--- src/rtl/playlist_controller.sv ---
// Purpose : playback controller - STOPPED/PLAYING/PAUSED FSM, per-song position timer,
//           auto-advance with normal / repeat-all / repeat-one / shuffle song selection.
// Latency : one clk edge from a sampled button rising edge to updated outputs; all outputs registered.
// Backpressure: none; each button edge is a single-cycle event, lower-priority edges in the same cycle are dropped.
// Ports   : clk, rst_n (async, active low); play_pause/stop/next/prev buttons (rising edge acts);
//           mode (00 normal, 01 repeat-all, 10 repeat-one, 11 shuffle);
//           is_playing, state, song, position, song_done pulse, end_of_list pulse.
module playlist_controller #(
    parameter int NUM_SONGS   = 8,
    parameter int SONG_W      = $clog2(NUM_SONGS),
    parameter int TRACK_LEN   = 16,
    parameter int POS_W       = $clog2(TRACK_LEN),
    parameter int TICK_DIV    = 4,
    parameter int RESTART_THR = 2
) (
    input  logic              clk,
    input  logic              rst_n,
    input  logic              play_pause,
    input  logic              stop,
    input  logic              next,
    input  logic              prev,
    input  logic [1:0]        mode,
    output logic              is_playing,
    output logic [1:0]        state,
    output logic [SONG_W-1:0] song,
    output logic [POS_W-1:0]  position,
    output logic              song_done,
    output logic              end_of_list
);

    // A one-cycle divider still needs a 1-bit counter to keep the code uniform.
    localparam int TICK_W = (TICK_DIV > 1) ? $clog2(TICK_DIV) : 1;

    localparam logic [TICK_W-1:0] TICK_LAST = TICK_W'(TICK_DIV - 1);
    localparam logic [POS_W-1:0]  POS_LAST  = POS_W'(TRACK_LEN - 1);
    localparam logic [SONG_W-1:0] SONG_LAST = SONG_W'(NUM_SONGS - 1);

    localparam logic [1:0] MODE_NORMAL     = 2'b00;
    localparam logic [1:0] MODE_REPEAT_ALL = 2'b01;
    localparam logic [1:0] MODE_REPEAT_ONE = 2'b10;
    localparam logic [1:0] MODE_SHUFFLE    = 2'b11;

    typedef enum logic [1:0] {
        ST_STOPPED = 2'b00,
        ST_PLAYING = 2'b01,
        ST_PAUSED  = 2'b10
    } state_t;

    state_t              r_state;
    logic                r_is_playing;
    logic [SONG_W-1:0]   r_song;
    logic [POS_W-1:0]    r_pos;
    logic [TICK_W-1:0]   r_tick;
    logic                r_done;
    logic                r_eol;
    logic [7:0]          r_lfsr;
    logic                r_pp_q;
    logic                r_stop_q;
    logic                r_next_q;
    logic                r_prev_q;

    logic                w_pp_press;
    logic                w_stop_press;
    logic                w_next_press;
    logic                w_prev_press;
    logic                w_next_act;
    logic                w_prev_act;
    logic                w_lfsr_fb;
    logic [SONG_W-1:0]   w_shuf_cand;
    logic [SONG_W-1:0]   w_shuf_song;
    logic [SONG_W-1:0]   w_manual_song;
    logic                w_restart;
    logic                w_tick_term;

    assign w_pp_press   = play_pause & ~r_pp_q;
    assign w_stop_press = stop       & ~r_stop_q;
    assign w_next_press = next       & ~r_next_q;
    assign w_prev_press = prev       & ~r_prev_q;

    // next and prev together cancel each other.
    assign w_next_act = w_next_press & ~w_prev_press;
    assign w_prev_act = w_prev_press & ~w_next_press;

    // x^8 + x^6 + x^5 + x^4 + 1
    assign w_lfsr_fb = r_lfsr[7] ^ r_lfsr[5] ^ r_lfsr[4] ^ r_lfsr[3];

    // Shuffle never replays the current song back to back.
    assign w_shuf_cand = r_lfsr[SONG_W-1:0];
    assign w_shuf_song = (w_shuf_cand == r_song) ? w_shuf_cand + SONG_W'(1) : w_shuf_cand;

    // Manual next always wraps (NUM_SONGS is a power of two, so +1 wraps for free).
    assign w_manual_song = (mode == MODE_SHUFFLE) ? w_shuf_song : r_song + SONG_W'(1);

    assign w_restart   = (int'(r_pos) >= RESTART_THR);
    assign w_tick_term = (r_tick == TICK_LAST);

    always_ff @(posedge clk or negedge rst_n) begin
        if (!rst_n) begin
            r_state      <= ST_STOPPED;
            r_is_playing <= 1'b0;
            r_song       <= '0;
            r_pos        <= '0;
            r_tick       <= '0;
            r_done       <= 1'b0;
            r_eol        <= 1'b0;
            r_lfsr       <= 8'hA5;
            // Buttons held through reset release must not count as presses.
            r_pp_q       <= 1'b1;
            r_stop_q     <= 1'b1;
            r_next_q     <= 1'b1;
            r_prev_q     <= 1'b1;
        end else begin
            r_pp_q   <= play_pause;
            r_stop_q <= stop;
            r_next_q <= next;
            r_prev_q <= prev;
            r_lfsr   <= {r_lfsr[6:0], w_lfsr_fb};
            r_done   <= 1'b0;
            r_eol    <= 1'b0;

            // Button actions take precedence over end-of-song, which suppresses its pulses.
            if (w_stop_press) begin
                r_state      <= ST_STOPPED;
                r_is_playing <= 1'b0;
                r_pos        <= '0;
                r_tick       <= '0;
            end else if (w_pp_press) begin
                case (r_state)
                    ST_PLAYING: begin
                        r_state      <= ST_PAUSED;
                        r_is_playing <= 1'b0;
                    end
                    ST_PAUSED: begin
                        r_state      <= ST_PLAYING;
                        r_is_playing <= 1'b1;
                    end
                    default: begin
                        r_state      <= ST_PLAYING;
                        r_is_playing <= 1'b1;
                        r_pos        <= '0;
                        r_tick       <= '0;
                    end
                endcase
            end else if (w_next_act) begin
                r_song <= w_manual_song;
                r_pos  <= '0;
                r_tick <= '0;
            end else if (w_prev_act) begin
                // Far enough into the song, prev restarts it instead of stepping back.
                if (!w_restart) begin
                    r_song <= r_song - SONG_W'(1);
                end
                r_pos  <= '0;
                r_tick <= '0;
            end else if (r_state == ST_PLAYING) begin
                if (!w_tick_term) begin
                    r_tick <= r_tick + TICK_W'(1);
                end else begin
                    r_tick <= '0;
                    if (r_pos != POS_LAST) begin
                        r_pos <= r_pos + POS_W'(1);
                    end else begin
                        r_done <= 1'b1;
                        r_pos  <= '0;
                        case (mode)
                            MODE_NORMAL: begin
                                if (r_song == SONG_LAST) begin
                                    r_state      <= ST_STOPPED;
                                    r_is_playing <= 1'b0;
                                    r_eol        <= 1'b1;
                                end else begin
                                    r_song <= r_song + SONG_W'(1);
                                end
                            end
                            MODE_REPEAT_ALL: r_song <= r_song + SONG_W'(1);
                            MODE_REPEAT_ONE: r_song <= r_song;
                            default:         r_song <= w_shuf_song;
                        endcase
                    end
                end
            end
        end
    end

    assign is_playing  = r_is_playing;
    assign state       = r_state;
    assign song        = r_song;
    assign position    = r_pos;
    assign song_done   = r_done;
    assign end_of_list = r_eol;

endmodule

--- config.mk ---
export PLATFORM = sky130hd
export DESIGN_NAME = playlist_controller
export DESIGN_NICKNAME = d
export VERILOG_FILES = /design/src/rtl/playlist_controller.sv
export SDC_FILE = /design/constraint.sdc
export NUM_CORES = 1
export LEC_CHECK = 0
export CAP_MARGIN = 25
export CORE_MARGIN = 5
export CORE_UTILIZATION = 50
export CTS_CLUSTER_SIZE = 12
export DETAILED_ROUTE_END_ITERATION = 6
export DONT_BUFFER_PORTS = 1
export PLACE_DENSITY = 0.68
export RECOVER_POWER = 50
export SLEW_MARGIN = 20
export SYNTH_ARGS = -nofsm -noshare
export SYNTH_HDL_FRONTEND = slang
export SYNTH_SLANG_ARGS = --single-unit
--- constraint.sdc ---
create_clock -name clk -period 1.9 [get_ports clk]
set_input_delay 0.38 -clock clk [delete_from_list [all_inputs] [get_ports clk]]
set_output_delay 0.38 -clock clk [all_outputs]
set_load 0.02 [all_outputs]
After elaboration in Yosys (flattened, before gate mapping)
Cells that the tools add are included.
{"block": "word_totals", "inputBits": 8, "output_inout_bits": 12, "elab_cells": 127, "regBits": 26}
{"block": "op_classes", "mux": 61, "n_eq_ne": 17, "addsub": 5, "n_lt_le_gt_ge": 1, "n_reduce_logical": 14, "bitwise_logic": 17}
{"cell": "2-to-1 mux 2 bit", "count": 17}
{"cell": "2-to-1 mux 4 bit", "count": 8}
{"cell": "2-to-1 mux 3 bit", "count": 9}
{"cell": "2-to-1 mux 1 bit", "count": 26}
{"cell": "!= test 3 bit, second input constant", "count": 6}
{"cell": "nonzero test 3 bit", "count": 6}
{"cell": "nonzero test 5 bit", "count": 2}
{"cell": "case mux 3 bit (3 select lines)", "count": 1}
{"cell": "== test 2 bit, second input constant", "count": 4}
{"cell": "!= test 4 bit, second input constant", "count": 2}
{"cell": "NOT 1 bit", "count": 8}
{"cell": "AND reduction 8 bit", "count": 1}
{"cell": "AND reduction 7 bit", "count": 1}
{"cell": "adder 3 x 1 -> 3 bit, second input constant", "count": 2}
{"cell": "AND 1 bit", "count": 6}
{"cell": "adder 4 x 1 -> 4 bit, second input constant", "count": 1}
{"cell": "== test 2 x 1 -> 1 bit, second input constant", "count": 2}
{"cell": "greater-or-equal comparator 4 x 2 -> 1 bit, second input constant", "count": 1}
{"cell": "== test 3 bit", "count": 1}
{"cell": "== test 3 bit, second input constant", "count": 1}
{"cell": "!= test 3 x 2 -> 1 bit, second input constant", "count": 1}
{"cell": "AND reduction 3 bit", "count": 1}
{"cell": "subtractor 3 x 1 -> 3 bit, second input constant", "count": 1}
{"cell": "XOR 1 bit", "count": 3}
{"cell": "4 further kinds", "count": 4}

Longest topological paths before layout
Gate-level depths: netlist of run 1.
{"block": "depth", "depth_word": 10, "ltp_mapped": 9, "ltp_nobuf": 8}

Worst setup path before layout of run 1
OpenSTA, ideal clock, no wires.
{"block": "synth_timing", "kind": "reg2reg", "startpoint": "register r_prev_q", "endpoint": "register r_state[1], in the netlist state[1]", "required_ns": 1.778, "period_less_slack_ns": 1.953, "n_path_buf": 1, "setup_time_ns": 0.122, "setup_slack_ns": -0.053, "t_arrival_ns": 1.831, "path_stages_with_launch": 8, "cell_sequence": "dfstp_2 -> nand2b_1 -> inv_1 -> ha_1 -> buf_2 -> or2_1 -> o41a_1 -> a32o_1"}
{"block": "synth_via", "elab_chain_cells": 6, "word_cells_on_any_way": 8, "cone_classes": "eq/ne: 2; bitwise: 5; reduce/logical: 1"}
{"item": "start: declaration", "line_no": "60", "source": "logic r_prev_q;"}
{"item": "start signal: assignment", "line_no": "116", "source": "r_prev_q <= prev;"}
{"item": "NOT 1 bit *", "line_no": "78", "source": "assign w_prev_press = prev & ~r_prev_q;"}
{"item": "AND 1 bit *", "line_no": "78"}
{"item": "NOT 1 bit", "line_no": "81", "source": "assign w_next_act = w_next_press & ~w_prev_press;"}
{"item": "AND 1 bit", "line_no": "81"}
{"item": "!= test 3 bit (no source line)"}
{"item": "AND reduction 7 bit (no source line) *"}
{"item": "end signal: assignment", "line_no": "99", "source": "r_state <= ST_STOPPED;"}
{"item": "end signal: assignment", "line_no": "123", "source": "r_state <= ST_STOPPED;"}
{"item": "end signal: assignment", "line_no": "130", "source": "r_state <= ST_PAUSED;"}
{"item": "end: declaration", "line_no": "49", "source": "state_t r_state;"}
Mark *: on every way between the ends. The rest lies on a longest branch, timed or not.
A chain may end at the register's enable or synchronous reset.

Worst setup path after layout of run 1
{"block": "layout_timing", "startpoint": "register r_prev_q", "endpoint": "register r_pos[3], in the netlist position[3]"}
{"block": "layout_via", "elab_chain_cells": 7, "word_cells_on_any_way": 12, "cone_classes": "mux: 4; bitwise: 5; reduce/logical: 3"}
{"item": "NOT 1 bit *", "line_no": "78"}
{"item": "AND 1 bit *", "line_no": "78"}
{"item": "AND 1 bit / NOT 1 bit (equally long branches)", "line_no": "82, 81"}
{"item": "2-to-1 mux 4 bit / AND 1 bit (equally long branches)", "line_no": "148, 81"}
{"item": "2-to-1 mux 4 bit", "line_no": "144", "source": "end else if (w_next_act) begin"}
{"item": "2-to-1 mux 4 bit", "line_no": "127", "source": "end else if (w_pp_press) begin"}
{"item": "2-to-1 mux 4 bit", "line_no": "122", "source": "if (w_stop_press) begin"}
{"item": "end signal: assignment", "line_no": "161", "source": "r_pos <= r_pos + POS_W'(1);"}
{"item": "end: declaration", "line_no": "52", "source": "logic [POS_W-1:0] r_pos;"}
Marked as above.

==> results of run 1 <==
[sequential cells by signal, indices dropped and copies added (netlist names)]
register and flops:
r_lfsr 8, position 4, song 3, r_tick 2, state 2, end_of_list 1, r_next_q 1, r_pp_q 1
r_prev_q 1, r_stop_q 1, song_done 1
[synthesized netlist by cell type, drive strengths merged (2+ instances only)]
cell / n
a211oi: 2
a21o: 2
a21oi: 3
a31oi: 2
a32o: 2
buf: 2
dfrtp: 17
dfstp: 8
ha: 10
inv: 13
mux2: 2
mux2i: 2
nand2: 9
nand2b: 4
nand3: 6
nand4: 2
nor2: 4
nor3: 5
nor4: 3
o211ai: 2
o21ai: 10
o31ai: 2
xnor2: 3
xor2: 5
[how the worst max path moves through the flow]
| stage | endpoint | cells past startpoint |
|---|---|---|
| after floorplan | state[1]$_DFFE_PN0P_ | 7 |
| after global placement | song[1]$_DFFE_PN0P_ | 9 |
| after detailed placement | song[1]$_DFFE_PN0P_ | 9 |
| after CTS | song[0]$_DFFE_PN0P_ | 7 |
| after global routing | song[0]$_DFFE_PN0P_ | 7 |
| final | position[3]$_DFFE_PN0P_ | 8 |
[power by group]
group / switching, mW / internal (mW) / total, mW
Sequential: 0.0595 / 0.596 / 0.656
Combinational: 0.376 / 0.314 / 0.690
Clock: 0.156 / 0.0822 / 0.238
Total: 0.591 / 0.993 / 1.58
[kinds of logic (layout without fill, tap and decap cells)]
group | after synthesis | count (layout) | share of synthesized area
and+or+nand+nor | 39 | 39 | 0.155
AOI/OAI and AO/OA | 30 | 30 | 0.159
DFF | 25 | 25 | 0.465
buffers and inverters | 15 | 40 | 0.0448
adders and majority gates | 10 | 10 | 0.0915
xor gates and xnor gates | 8 | 8 | 0.0512
muxes | 4 | 4 | 0.0338
[worst max-delay path, delay by kind of cell (launching register included)]
family,cells,cell delay [ps]
flops,1,540
simple gates,3,510
compound gates,3,470
fa+ha+maj,1,180
buf+inv,1,50
[timing repair]
action	CTS	global route
pin swaps	0	7
hold buffers	2	4
resized for setup	4	16
setup buffers	0	4
endpoints found under the hold margin	25	4
setup endpoints to repair	7	9
[metal layers]
layer	share of wire	track usage	up-vias
li1	-	-	514
met1	0.41	0.201	521
met2	0.49	0.259	47
met3	0.075	0.0505	6
met4	0.018	0.0663	0
met5	0	0	-
[layout make-up]
class | instances | area [sq um]
Clock buffer | 4 | 26.3
Fill cell | 192 | 978
Inverter | 13 | 48.8
Multi-Input combinational cell | 91 | 763
Sequential cell | 25 | 637
Tap cell | 31 | 38.8
Timing Repair Buffer | 23 | 194
[metrics by stage]
step	TNS (ps)	cells	worst slack [ps]	util
3_5_place_dp	-51.8	173	-33.3	0.555
2_1_floorplan	0	131	58.1	-
6_report	0	187	73.2	0.636
3_3_place_gp	-30.4	173	-30.4	0.555
4_1_cts	-10.6	179	-10.6	0.584
5_1_grt	-37.4	187	-17.6	0.636
==> impl.org, run 1 <==
** STA
- The routed design could run at a clock period as short as 1830 ps.
- Final Setup Violations :: 0
- The number of failing hold endpoints at the final stage is 0.
- Hold timing on the final database bottoms out at a slack of 350 ps.
- Max Slew Vio Count :: 0
- Dividing the final minimum period by the clock period gives 0.961.
- Timing-limited maximum frequency :: 547 MHz
- In this run the tightest slew margin relative to its limit is 0.259.
- Post-route clock skew :: 12.2 ps
- For the pin with the worst max-slew slack, the measured transition is 1110 ps.

** Setup path
- In this run the critical register-to-register path is captured at position[3]$_DFFE_PN0P_.
- Cell repeated most along the worst path :: o21ai_0
- Of all nets on the critical path, the largest fanout is 6.
- For the worst setup path, the data required time is 2140 ps.
- Cell breakdown of the critical path :: nand2b_4 -> inv_2 -> ha_4 -> nor2_1 -> nand3_2 -> a211oi_1 -> o21ai_0 -> o21ai_0
- In this run the critical register-to-register path is launched from r_prev_q$_DFF_PN1_.
- Standard cell with the maximum stage delay on the critical path :: dfstp_2
- For flop-to-flop paths, the worst setup slack is 70 ps.
- Critical path origin :: r_prev_q$_DFF_PN1_
- The largest single stage delay on the critical path is 540 ps.
- The critical path is of the reg -> reg type.
- Data arrival, critical path :: 2070 ps
- Kind of end point of the critical path :: flop
- Sort of element at the start of the critical path :: flop
- Worst reg-to-reg path cell count :: 8

** Layout
- Post-route cell area :: 1710 sq um
- 0 antenna diodes ended up in the layout.
- Leaving out fill and tap cells, the most frequent cells in the layout are dfrtp_1 (16), buf_4 (16), inv_1 (10), nand2_1 (8).
- The area growth from synthesis to layout is 24.9%.
- The final layout contains 175 nets.
- Share of cells above drive strength 1 :: 0.308

** Die
- The die is 62.3 um tall.
- Number of rows in the core area :: 19
- Initial Utilization :: 0.509
- Die area :: 3880 sq um
- From left edge to right edge, the die measures 62.3 um.
- Core region area :: 2690 sq um
- # IOs :: 20

** Synthesis
- Syn. warnings :: 0
- Number of register bits inferred by synthesis :: 25
- The share of the Yosys chip area taken by registers is 0.465.
- The synthesized design spends more area on one cell type than any other, namely dfrtp_1.
- The number of nets handed over by synthesis was 149.
- Number of flops mapped to enable cells by yosys :: 0
- Post-Syn Area :: 1370 sq um
- Most used flip-flop cell after synthesis :: dfrtp_1
- Count of unique library cells instantiated by Yosys :: 41
- Synth Area per Inst :: 10.4 sq um
- Of the post-synthesis cell area, the dominant cell type holds 0.311.
- For this run, asynchronously set or reset flops after synthesis account for 1.00.
- Instance count of the mapped netlist :: 131
- Dominant cells by area after synthesis :: dfrtp_1 (31%), dfstp_2 (15%), ha_1 (9.1%), inv_1 (3.6%), xor2_1 (3.2%)

** Clock tree
- CTS built an H-tree with a depth of 1.
- Number of buffers on the longest clock path :: 2
- CTS placed an instance of clkbuf_4 at the clock tree root.
- Clock latency at the later pin of the worst-skew pair :: 320 ps
- TritonCTS built the clock tree.
- After clock tree synthesis, the clock-pin slew on the worst setup and hold paths is 140 ps.
- Counting every sink on the clock net gives 25.
- Number of CTS-inserted buffers :: 3

** GRT
- The number of global-route vias before repair came to 1077.
- The number of antenna violations at the first check in global routing is 0.
- In the global route stage, overall resource usage came out at 0.162.
- The first global-routing pass estimated 5010 um of wire.
- Largest net degree at the start of global routing :: 26
- After global routing the overflow that remains totals 0.

** Drt
- The routed design has 3170 um of wire.
- Drt drc :: 0
- First-pass iteration count of the detailed router :: 4
- Initial detailed-routing violation count :: 40
- The routed layout has 1088 vias.
- Average via count per standard cell :: 5.82
- Remaining number of nets flagged by the antenna check after routing :: 0
- Dividing the detail-routed wire length by the instance count gives 16.9 um.

** Run
- Max cap viols :: 0

** Outcome
- Run status :: complete, no violations

** Power
- Summed over all cells, the static leakage comes to 0.780 nW.
- VDD sags by at most 0.000673 V.
- Post-layout power :: 1.58 mW
- Ratio of total power to cell area :: 927 nW/um^2

** Worst hold path
- The startpoint identified for the worst hold timing path is mode[0].
- Number of cells on the worst hold path :: 3
- Hold Path Class :: in -> reg
- The path with the worst hold slack has its endpoint at end_of_list$_DFF_PN0_.

** Place
- Cell area after placement :: 1490 sq um
- Routability-driven placement finished with a final weighted congestion of 0.851.
- IO buf count :: 0
- Summed over all nets, the half-perimeter wirelength after detailed placement is 2220 um.
Note: power is estimated with default switching activity, not from simulation.
==> inputs of run 2 (changes only) <==
- GPL_TIMING_DRIVEN: unset -> 0
- PLACE_DENSITY: 0.68 -> unset
- clock period: 1.9 -> 2.28 ns (I/O delays scaled with it)
==> run 2 against run 1 <==
  * Via count is 11% lower
  * Routed wire length is 18% lower
  * Die area stayed put
  * Highest routed layer unchanged
==> impl.org, run 2 (synthesized netlist as in run 1, its figures left out) <==
** Setup path
- Type of the worst setup path :: reg -> reg
- STA classifies the critical path endpoint as a flop.
- The largest single stage delay on the critical path is 530 ps.
- Worst reg-to-reg path cell count :: 7
- Data arrival, critical path :: 2300 ps
- Sort of element at the start of the critical path :: flop
- The critical path starts at r_prev_q$_DFF_PN1_.
- The worst register-to-register path begins at r_prev_q$_DFF_PN1_.
- Critical path capture point :: state[1]$_DFFE_PN0P_
- Worst-path fanout max :: 8
- Traced cell by cell, the critical path runs through nand2b_1 -> inv_1 -> ha_1 -> buf_2 -> or2_1 -> o41a_1 -> a32o_1.
- Critical register-to-register path endpoint :: state[1]$_DFFE_PN0P_
- CP required :: 2510 ps
- The slowest stage of the critical path belongs to the cell dfstp_2.
- Worst reg-to-reg setup slack :: 200 ps

** Clock tree
- The later pin in the worst-skew pair is clocked with a latency of 320 ps.
- Post-cts resize count :: 0
- After clock tree synthesis, the clock-pin slew on the worst setup and hold paths is 140 ps.
- TritonCTS built the clock tree.
- Clock H-tree levels :: 1
- Buffers inserted by post-CTS timing repair :: 0
- Hold Buf Count CTS :: 1
- Number of CTS-inserted buffers :: 3
- Clock root cell :: clkbuf_4
- Counting along the longest clock path gives a buffer depth of 2.
- The clock net in this run drives a total of 25 sinks.

** Worst hold path
- Hold Path Class :: in -> reg

** Power
- Summed over all cells, the static leakage comes to 0.657 nW.
- Total net switching power :: 440 uW
- IR analysis of the VDD net gives a maximum drop of 0.000563 V.
- Reg power frac :: 0.537
- Switch share :: 0.380
- The share of total power dissipated in the clock network is 0.174.
- Ratio of total power to cell area :: 805 nW/um^2
- Of the total power, combinational logic draws 0.290.
- Post-layout power :: 1.16 mW
- Cell-internal power :: 719 uW

** Outcome
- The flow ran to the end, and the final reports show no timing, DRC or antenna violations.

** Drt
- The routed design has 2600 um of wire.
- Using the TritonRoute via totals, the vias-per-cell ratio works out to 5.77.
- For this block, the initial DRC count from the detailed router was 23.
- The final route contains 964 vias.
- Before antenna repair, the detailed router went through 4 iterations.
- Drt drc :: 0
- Detailed-route wire length per cell :: 15.6 um
- Remaining number of nets flagged by the antenna check after routing :: 0

** Place
- RD Place Congestion :: 0.784
- HPWL Detailed :: 1970 um
- After detailed placement, the design holds a cell count of 162.
- IO buf count :: 0

** GRT
- Global-route wire length before repair :: 4700 um
- Largest net degree at the start of global routing :: 26
- Overall Global Routing Usage :: 0.149
- The number of global-route vias before repair is 1018.
- Number of antenna violations at the first check in global routing :: 0
- Global routing finished with a remaining overflow of 0.

** Die
- In this run the count of I/O pins placed on the die edge is 20.
- Die W :: 62.3 um
- Die area :: 3880 sq um
- Initial Utilization :: 0.509
- In this run the standard cell core region covers 2690 sq um.
- Die height :: 62.3 um
- The initialized floorplan defines 19 standard-cell rows.

** STA
- In this run the tightest slew margin relative to its limit is 0.162.
- Final Setup Violations :: 0
- For this run, the top clock speed supported by timing is 482 MHz.
- Max Slew Vio Count :: 0
- Setup repair after global routing left no endpoint under its margin.
- Of the available clock period, the critical path in the final layout requires 0.910.
- Time the final worst path needs with I/O delays and setup :: 2080 ps
- At the pin with the least slew margin, the transition time is 1260 ps.
- Post-route clock skew :: 6.65 ps
- The number of failing hold endpoints at the final stage is 0.
- Total Negative Setup Slacks :: 0 ps

** Run
- Max cap viols :: 0

** Layout
- The library cell used most frequently in the layout, excluding fill and tap cells, is dfrtp_1.
- 0 antenna diodes ended up in the layout.
- The count of cells in the finished layout, fillers not included, comes to 167.
- Register with the highest flop count :: r_lfsr
- The register with the most flip-flops in the layout has 8 of them.
- In the final layout, the share of cells above drive strength 1 is 0.162.
- In the layout the commonest cells are dfrtp_1 (17), inv_1 (13), ha_1 (10), nand2_1 (9).
- Signed area change from the synthesized netlist to the final layout :: 5.31%
- For this run, the post-layout net count is 155.
==> run 2: changes by cell type in the layout (fill, tap and decap cells not counted), moves of 2 or more <==
cell           before  now
ha_1                7   10
inv_1              10   13
nand2b_1            2    4
dfstp_1             2    0
dfstp_2             6    8
ha_4                3    0
buf_4              16    1
dlygate4sd3_1       5    0
inv_2               3    0
nand2b_4            2    0
==> run 2: layout make-up <==
cell class / count / area [sq um]
plain buffers: 2 / 12.5
clock buffers: 3 / 22.5
clock inverters: 1 / 7.51
fillers: 234 / 1250
inverters: 13 / 48.8
multi-input cells: 91 / 671
flip-flops and latches: 25 / 636
well taps: 31 / 38.8
repair buffers: 1 / 3.75
==> run 2: per-stage QoR <==
stage	area (sq um)	setup WS, ps	utilization	hold WS [ps]
2_1_floorplan	1370	327	-	160
3_3_place_gp	1410	244	0.524	161
3_5_place_dp	1410	212	0.524	161
4_1_cts	1450	189	0.538	89.2
5_1_grt	1440	56.7	0.536	65.7
6_report	1440	205	0.536	111
==> run 2: per-layer routing <==
layer | vias to the layer above | routed length [um] | GRT usage
met4 | 0 | 17 | 0.0371
met3 | 2 | 170 | 0.0595
li1 | 479 | - | -
met2 | 22 | 1210 | 0.254
met5 | - | 0 | 0
met1 | 461 | 1200 | 0.173
==> run 2: critical path, delay by kind of cell (launching register included) <==
| kind | cells | cell delay (ps) |
|---|---|---|
| buffers and inverters | 2 | 220 |
| AND/OR/NAND/NOR | 2 | 400 |
| AO/OA/AOI/OAI | 2 | 660 |
| flip-flops | 1 | 530 |
| adder cells (fa/ha/maj) | 1 | 180 |
==> run 2: power groups by stage <==
stage	registers, mW	clock network [mW]	logic, mW
6_report	0.622	0.201	0.336
5_1_grt	0.634	0.240	0.391
4_1_cts	0.622	0.217	0.339
3_5_place_dp	0.630	0	0.327
3_3_place_gp	0.627	0	0.315
2_1_floorplan	0.604	0	0.280
==> run 2: how the worst min path moves through the flow <==
stage / from / to / slack [ps] / cells after the start
floorplan: rst_n / end_of_list$_DFF_PN0_ / 160 / 0
global placement: rst_n / position[1]$_DFFE_PN0P_ / 160 / 0
detailed placement: rst_n / position[1]$_DFFE_PN0P_ / 160 / 0
CTS: play_pause / r_pp_q$_DFF_PN1_ / 90 / 0
global route: play_pause / r_pp_q$_DFF_PN1_ / 70 / 0
finish: next / r_next_q$_DFF_PN1_ / 110 / 0
